`src/rtl/result_demux.sv`:
```
// result_demux
//
// Purpose:
//     Steers a single stream of result words to one of two consumers. The
//     in_sel bit that comes with each word picks the consumer. Port 0 might be
//     the GPR writeback path and port 1 the HI/LO unit. Each port has its own
//     2-entry FIFO, so a stalled consumer never holds up words going to the
//     other port.
//
// Parameters:
//     SIZE        MSB index of the data path (data width is SIZE+1)
//
// Ports:
//     clk         rising-edge clock for all state
//     rst_n       asynchronous active-low reset
//     in_valid    producer has a word on in_data
//     in_sel      destination of the current word (0 = port 0, 1 = port 1)
//     in_data     word to route
//     in_ready    demux accepts the word this cycle
//     out0_valid  port 0 FIFO head valid
//     out0_data   port 0 FIFO head (zero when empty)
//     out0_ready  port 0 consumer takes the head this cycle
//     out1_valid  port 1 FIFO head valid
//     out1_data   port 1 FIFO head (zero when empty)
//     out1_ready  port 1 consumer takes the head this cycle
//     occ0        port 0 FIFO occupancy, 0..2
//     occ1        port 1 FIFO occupancy, 0..2

module result_demux #(
    parameter int SIZE = 31
) (
    input  logic            clk,
    input  logic            rst_n,
    input  logic            in_valid,
    input  logic            in_sel,
    input  logic [SIZE:0]   in_data,
    output logic            in_ready,
    output logic            out0_valid,
    output logic [SIZE:0]   out0_data,
    input  logic            out0_ready,
    output logic            out1_valid,
    output logic [SIZE:0]   out1_data,
    input  logic            out1_ready,
    output logic [1:0]      occ0,
    output logic [1:0]      occ1
);

    // Storage and pointers are indexed [port][entry]. Each pointer is a
    // single bit because each FIFO holds only two entries.
    logic [SIZE:0] mem_q [2][2];
    logic [SIZE:0] mem_d [2][2];
    logic [1:0]    wptr_q, wptr_d;
    logic [1:0]    rptr_q, rptr_d;
    logic [1:0]    occ_q [2];
    logic [1:0]    occ_d [2];

    logic [1:0]    push;
    logic [1:0]    pop;
    logic [1:0]    out_valid;
    logic [1:0]    out_ready;

    assign out_ready = {out1_ready, out0_ready};

    // in_ready looks only at registered occupancy. It never looks at the
    // consumer readies, so a full port stays closed even in a cycle where
    // its consumer drains. Including rst_n holds it low during reset.
    assign in_ready = rst_n && (in_sel ? (occ_q[1] != 2'd2) : (occ_q[0] != 2'd2));

    // in_valid gates both pushes. An unknown in_sel while in_valid is low
    // therefore cannot write either FIFO.
    always_comb begin
        mem_d     = mem_q;
        wptr_d    = wptr_q;
        rptr_d    = rptr_q;
        occ_d     = occ_q;
        push      = 2'b00;
        pop       = 2'b00;
        out_valid = 2'b00;

        push[0] = in_valid && in_ready && !in_sel;
        push[1] = in_valid && in_ready && in_sel;

        for (int p = 0; p < 2; p++) begin
            out_valid[p] = (occ_q[p] != 2'd0);
            pop[p]       = out_valid[p] && out_ready[p];

            if (push[p]) begin
                mem_d[p][wptr_q[p]] = in_data;
                wptr_d[p]           = ~wptr_q[p];
            end

            if (pop[p]) begin
                rptr_d[p] = ~rptr_q[p];
            end

            // A push and a pop in the same cycle can only happen at
            // occupancy 1. The push goes to the other slot, so occupancy
            // stays the same and word order is kept.
            case ({push[p], pop[p]})
                2'b10:   occ_d[p] = occ_q[p] + 2'd1;
                2'b01:   occ_d[p] = occ_q[p] - 2'd1;
                default: occ_d[p] = occ_q[p];
            endcase
        end
    end

    // Asserting reset clears both FIFOs at once. Any buffered words are
    // dropped and never delivered.
    always_ff @(posedge clk or negedge rst_n) begin
        if (!rst_n) begin
            for (int p = 0; p < 2; p++) begin
                for (int e = 0; e < 2; e++) begin
                    mem_q[p][e] <= '0;
                end
                occ_q[p] <= 2'd0;
            end
            wptr_q <= 2'b00;
            rptr_q <= 2'b00;
        end else begin
            mem_q  <= mem_d;
            wptr_q <= wptr_d;
            rptr_q <= rptr_d;
            occ_q  <= occ_d;
        end
    end

    // Output data is forced to zero when a port is empty, so a stale entry
    // never shows up on the bus.
    assign out0_valid = out_valid[0];
    assign out1_valid = out_valid[1];
    assign out0_data  = out_valid[0] ? mem_q[0][rptr_q[0]] : '0;
    assign out1_data  = out_valid[1] ? mem_q[1][rptr_q[1]] : '0;
    assign occ0       = occ_q[0];
    assign occ1       = occ_q[1];

endmodule
```
`config.mk`:
```
export PLATFORM = sky130hd
export DESIGN_NAME = result_demux
export DESIGN_NICKNAME = d
export VERILOG_FILES = /design/src/rtl/result_demux.sv
export SDC_FILE = /design/constraint.sdc
export NUM_CORES = 1
export LEC_CHECK = 0
export ABC_AREA = 0
export CAP_MARGIN = 0
export CORE_UTILIZATION = 43
export CTS_BUF_LIST = sky130_fd_sc_hd__clkbuf_4
export CTS_CLUSTER_SIZE = 12
export DETAILED_ROUTE_END_ITERATION = 8
export GPL_ROUTABILITY_DRIVEN = 0
export PLACE_DENSITY = 0.72
export SLEW_MARGIN = 20
export SYNTH_ARGS = -nofsm -noshare
export SYNTH_HDL_FRONTEND = slang
export SYNTH_SLANG_ARGS = --single-unit
```
`constraint.sdc`:
```
create_clock -name clk -period 2.5 [get_ports clk]
set_clock_uncertainty 0.15 [all_clocks]
set_input_delay 0.25 -clock clk [delete_from_list [all_inputs] [get_ports clk]]
set_output_delay 0.25 -clock clk [all_outputs]
set_load 0.03 [all_outputs]
```
==> run summary, run 1 <==
critical path class - reg2out
pin count of the biggest net entering global routing - 73
RSZ-0062 raised after global routing - false
Synth Cell Area - 6260 um2
met3 Use GR - 0.04275
vias in the first global route - 4094
first-pass GRT wire length - 21640 um
CORE AREA - 14040 um2
pre-CTS WS - 143.5 ps
largest family of logic cells by synthesized area - multiplexers
period utilization - 0.9505
Detailed Routing Iterations Pass 1 - 4
CP startpoint kind - flip-flop
DR iter-0 viols - 185
TritonCTS Sinks - 136
Antenna Nets Post-Route - 0
Final Slew Violations - 0
# H-tree levels - 4
buffers added on ports - 108
CP Capture Type - primary output
Num CTS Buffers - 17
GRT busiest layer - met2
share of the synthesized area in the top cell type - 0.5437
final setup fails - 0
most common cell after layout, fill and taps aside - dfrtp_1
met2 Use GR - 0.3167
initial antenna violation count - 0
worst min path class - in2reg
DR WL/cell - 17.46 um
die width - 122.7 um
nets - 615
final WL - 13340 um
Req. time, crit path - 2100 ps
Cell Area, Placed - 7649 um2
Hold Violations, Final - 0
final setup margin - 123.8 ps
Bufs on Longest Clock Path - 2
DRC - 0
net count after synthesis - 493
routed via count - 3869
synthesized-area fraction occupied by adder cells - 0.003998
CP startpoint - rptr_q[0]
placed wire-length estimate - 8981 um
grt met1 use - 0.2547
CTS tree - yes
Avg Cell Area, Syn - 13.82 um2
Critical Path AT - 1980 ps
outcome - finished clean
Max Cap Viol - 0
most frequent cells in the layout - dfrtp_1 (134), mux2_2 (96), nor2_1 (66)
GRT Resource Usage Total - 0.1941
Hold Path Origin - in_data[13]
Reg clk slew, reported paths - 110 ps
compound-cell area share of the yosys netlist - 0.001599
synth unique cells - 25
GRT overflow - 0
min cycle time layout - 2376 ps
Area Overhead vs Synth - 24.27%
number of fill cells - 1199
Post-Synthesis Cells - 453
PD cells - 1463 nW/um2
synth top area cells - dfrtp_1 (54%), mux2_2 (17%), mux2i_1 (10%)
crit path max fanout - 9
Vias/cell - 5.064
final hold slack - 264.9 ps
Yosys warning total - 0
register area - 3406 um2
peak supply drop - 0.7929 mV
Slew Limit Headroom - 0.4079
die area - 15040 um2
sequential share of the synthesized area - 0.5437
share of cells above drive strength 1 - 0.3082
#FFs+latches synth - 136
Clock Latency Late Sink - 530 ps
Multi-input gate area - 2714 um2
Initial Utilization - 0.4458
reg2reg start - occ0[0]
XOR/XNOR Fraction of Synth Area - 0.01399
row count - 43
Slew @ Worst Pin - 888.1 ps
top-level I/O count - 109
Achievable Freq - 420.8 MHz
Leakage - 0.003756 uW
Post-Synth Simple-Gate Area - 0.05836
post-route cell area - 7779 um2
Yosys top cell by area - dfrtp_1
antenna cells - 0
DIE HEIGHT - 122.7 um
post-synthesis mux area share - 0.3506
clk root buf - clkbuf_4
setup TNS - 0 ps
## per-stage QoR
| step | utilization | power (uW) | cells |
|---|---|---|---|
| after floorplan | - | 8288 | 453 |
| after global placement | 0.5447 | 10830 | 733 |
| after detailed placement | 0.5447 | 11000 | 733 |
| after CTS | 0.5538 | 11510 | 764 |
| after global routing | 0.5540 | 12120 | 764 |
| final | 0.5540 | 11380 | 764 |
## per-layer routing
| layer | up-vias | share of wire |
|---|---|---|
| met2 | 83 | 0.48 |
| met4 | 0 | 0.012 |
| li1 | 1811 | - |
| met1 | 1961 | 0.47 |
| met5 | - | 0 |
| met3 | 14 | 0.036 |
## where the power goes
part / switching, uW / internal [uW]
combinational: 3590 / 2760
sequential: 643 / 3300
clock: 713 / 367
## worst max-delay path, cell delays in order (launching register included)
cell and delay, ps:
dfrtp_2 530, buf_4 260, mux2i_1 240, nor2_1 60, dlygate4sd2_1 350
## Yosys cell counts (all sizes together)
library cell	count
xor2	3
nor4b	2
xnor2	7
nor2	68
dfrtp	136
clkbuf	8
mux2	128
and2	2
inv	3
buf	20
nand2	3
or4	1
nor3	1
or3	1
o311a	1
or3b	1
nor2b	2
ha	2
mux2i	64
## final timing paths
path | to | slack (ps) | cells past startpoint
setup / recovery | out0_data[8] | 120 | 4
hold / removal | mem_q[77] | 260 | 2
setup reg to reg | mem_q[115] | 380 | 4
hold reg to reg | mem_q[5] | 350 | 1
max in group asynchronous | rptr_q[0] | 1200 | 3
min in group asynchronous | mem_q[58] | 310 | 3
## kinds of logic after synthesis
kind of cell,Yosys count
fa+ha+maj,2
simple gates,81
compound gates,1
flops,136
mux,192
buf+inv,31
xor+xnor,10
## state kept, by name, summed over array words and instances (netlist names)
register  count
mem_q       128
occ0          2
wptr_q        2
occ1          2
rptr_q        2
## what timing repair did
action,4_1_cts,5_1_grt
setup buffers,1,0
hold buffers,2,0
gates resized for setup,65,1
endpoints found under the setup margin,65,1
endpoints found under the hold margin,136,0
pin swaps,1,0
## area by class of cell
type / count / area share
timing repair buffer: 131 / 0.1596
clock inverter: 9 / 0.004986
multi-input combinational: 286 / 0.3489
sequential: 136 / 0.4378
inverter: 3 / 0.001448
tap: 180 / 0.02895
clock buffer: 19 / 0.01834
Note: power is estimated with default switching activity, not from simulation.
==> run 2, diff against run 1 <==
--- a/config.mk
+++ b/config.mk
@@ -7,12 +7,12 @@
 export LEC_CHECK = 0
 export ABC_AREA = 0
 export CAP_MARGIN = 0
-export CORE_UTILIZATION = 43
-export CTS_BUF_LIST = sky130_fd_sc_hd__clkbuf_4
+export CORE_UTILIZATION = 53
+export CTS_CLUSTER_DIAMETER = 120
 export CTS_CLUSTER_SIZE = 12
 export DETAILED_ROUTE_END_ITERATION = 8
 export GPL_ROUTABILITY_DRIVEN = 0
-export PLACE_DENSITY = 0.72
+export PLACE_DENSITY = 0.85
 export SLEW_MARGIN = 20
 export SYNTH_ARGS = -nofsm -noshare
 export SYNTH_HDL_FRONTEND = slang
==> run summary, run 2 (same netlist as run 1, synthesis figures left out) <==
CTS tree - yes (unchanged)
Clock Latency Late Sink - 420 ps (was 530 ps)
PD cells - 1602 nW/um2 (was 1463 nW/um2)
Bufs on Longest Clock Path - 2 (unchanged)
Final Slew Violations - 0 (unchanged)
die width - 110.7 um (was 122.7 um)
CP Cell Sequence - buf_6, mux2i_1, nor2_1, clkdlybuf4s50_1 (was buf_4, mux2i_1, nor2_1, dlygate4sd2_1)
period utilization - 0.9656 (was 0.9505)
Reg clk slew, reported paths - 60 ps (was 110 ps)
clock power share - 0.184 (was 0.095)
# H-tree levels - 4 (unchanged)
NetSw - 5221 uW (was 4951 uW)
Antenna Nets Post-Route - 0 (unchanged)
placed wire-length estimate - 8600 um (was 8981 um)
Achievable Freq - 414.2 MHz (was 420.8 MHz)
Buf/Inv on CP - 2 (unchanged)
CP top delay family - buffers and inverters (unchanged)
row count - 39 (was 43)
Multi-input gate area - 2714 um2 (unchanged)
slowest stage delay, CP - 590 ps (was 530 ps)
share of cells above drive strength 1 - 0.3231 (was 0.3082)
GRT Resource Usage Total - 0.2386 (was 0.1941)
number of flip-flops in the largest register - 128 (unchanged)
first-pass GRT wire length - 22620 um (was 21640 um)
DRC - 0 (unchanged)
Area Overhead vs Synth - 31.24% (was 24.27%)
min cycle time layout - 2414 ps (was 2376 ps)
Critical Path AT - 2010 ps (was 1980 ps)
Max stage delay cell, worst path - clkdlybuf4s50_1 (was dfrtp_2)
initial antenna violation count - 0 (unchanged)
routed via count - 3963 (was 3869)
CORE AREA - 11470 um2 (was 14040 um2)
final WL - 13470 um (was 13340 um)
final setup fails - 0 (unchanged)
Slew Limit Headroom - 0.4356 (was 0.4079)
nets - 615 (unchanged)
antenna cells - 0 (unchanged)
Final Power - 13160 uW (was 11380 uW)
most frequent cells in the layout - dfrtp_1 (134), mux2_2 (96), clkdlybuf4s50_1 (72) (was dfrtp_1 (134), mux2_2 (96), nor2_1 (66))
TritonCTS Sinks - 136 (unchanged)
vias in the first global route - 4323 (was 4094)
Max Cap Viol - 0 (unchanged)
Req. time, crit path - 2100 ps (about the same)
critical path class - reg2out (unchanged)
Top reg by flops - mem_q (unchanged)
number of fill cells - 751 (was 1199)
Initial Utilization - 0.5459 (was 0.4458)
Leakage - 0.003930 uW (was 0.003756 uW)
outcome - finished clean (unchanged)
DR WL/cell - 18.42 um (was 17.46 um)
Num CTS Buffers - 17 (unchanged)
die area - 12250 um2 (was 15040 um2)
switching portion of total power - 0.3968 (was 0.4351)
DIE HEIGHT - 110.7 um (was 122.7 um)
CP Capture Type - primary output (unchanged)
Detailed Routing Iterations Pass 1 - 4 (unchanged)
top-level I/O count - 109 (unchanged)
Flop pwr share - 0.304 (was 0.346)
setup TNS - 0 ps (unchanged)
RSZ-0062 raised after global routing - false (unchanged)
Int Power - 7937 uW (was 6426 uW)
worst min path class - in2async (was in2reg)
clk root buf - clkbuf_16 (was clkbuf_4)
combinational share of power - 0.512 (was 0.559)
buffers added on ports - 108 (unchanged)
DR iter-0 viols - 184 (was 185)
GRT overflow - 0 (unchanged)
Util after Layout - 0.7164 (was 0.5540)
Vias/cell - 5.421 (was 5.064)
CP startpoint kind - flip-flop (unchanged)
most common cell after layout, fill and taps aside - dfrtp_1 (unchanged)
Hold Violations, Final - 0 (unchanged)
Slew @ Worst Pin - 846.6 ps (was 888.1 ps)
register area - 3408 um2 (was 3406 um2)
crit path max fanout - 19 (was 9)
pin count of the biggest net entering global routing - 69 (was 73)
peak supply drop - 1.109 mV (was 0.7929 mV)
==> run 2: changes by cell type in the layout (fill, tap and decap cells not counted), sizes merged, moves of 4 or more <==
| cell | before | now |
|---|---|---|
| dlymetal6s2s | 1 | 10 |
| clkdlybuf4s50 | 40 | 72 |
| clkinvlp | 1 | 5 |
| dlygate4sd2 | 65 | 23 |
| clkinv | 8 | 4 |
==> run 2: routing by layer <==
| layer | GRT usage | vias to the layer above | share of wire |
|---|---|---|---|
| met5 | 0 | - | 0 |
| met4 | 0.08711 | 0 | 0.015 |
| met3 | 0.06506 | 19 | 0.038 |
| met2 | 0.3805 | 92 | 0.49 |
| met1 | 0.3133 | 2039 | 0.46 |
| li1 | - | 1813 | - |
==> run 2: metrics by stage <==
stage          instances  instance area (um2)  hold slack, ps  worst slack [ps]
2_1_floorplan        453                 6260          -195.6             429.6
3_5_place_dp         696                 7612          -94.13             145.4
4_1_cts              731                 8190           34.59             3.659
3_3_place_gp         696                 7612          -96.33             189.9
5_1_grt              731                 8215           48.17             13.85
6_report             731                 8215           42.95             85.98
==> run 2: area by class of cell <==
type                       instances  share of cell area
sequential                       136              0.4149
multi-input combinational        286              0.3303
timing repair buffer             131              0.1616
clock buffer                      21             0.05483
tap                              143             0.02178
clock inverter                    11             0.01523
inverter                           3            0.001371
==> run 2: what timing repair did <==
| action | CTS | global route |
|---|---|---|
| setup endpoints to repair | 36 | 10 |
| resized for setup | 25 | 10 |
| pin swaps | 1 | 0 |
| hold endpoints to repair | 136 | 0 |
| hold buffers | 1 | 0 |
| buffers inserted | 2 | 0 |
==> run 2: final timing paths <==
kind,startpoint,endpoint,slack (ps),depth (start not counted)
setup / recovery,rptr_q[1],out1_data[31],90,4
hold / removal,rst_n,mem_q[29],40,2
setup reg to reg,occ0[0],mem_q[106],400,4
hold reg to reg,mem_q[5],mem_q[5],350,1
max in group asynchronous,rst_n,rptr_q[0],1050,3
min in group clk,mem_q[5],mem_q[5],350,1
==> run 2: power groups by stage <==
stage	combinational [uW]	sequential (uW)	clock, uW
finish	6740	4000	2420
global route	7140	4150	2560
CTS	6820	4000	2460
detailed placement	6950	4000	0
global placement	6840	3940	0
floorplan	4460	3820	0
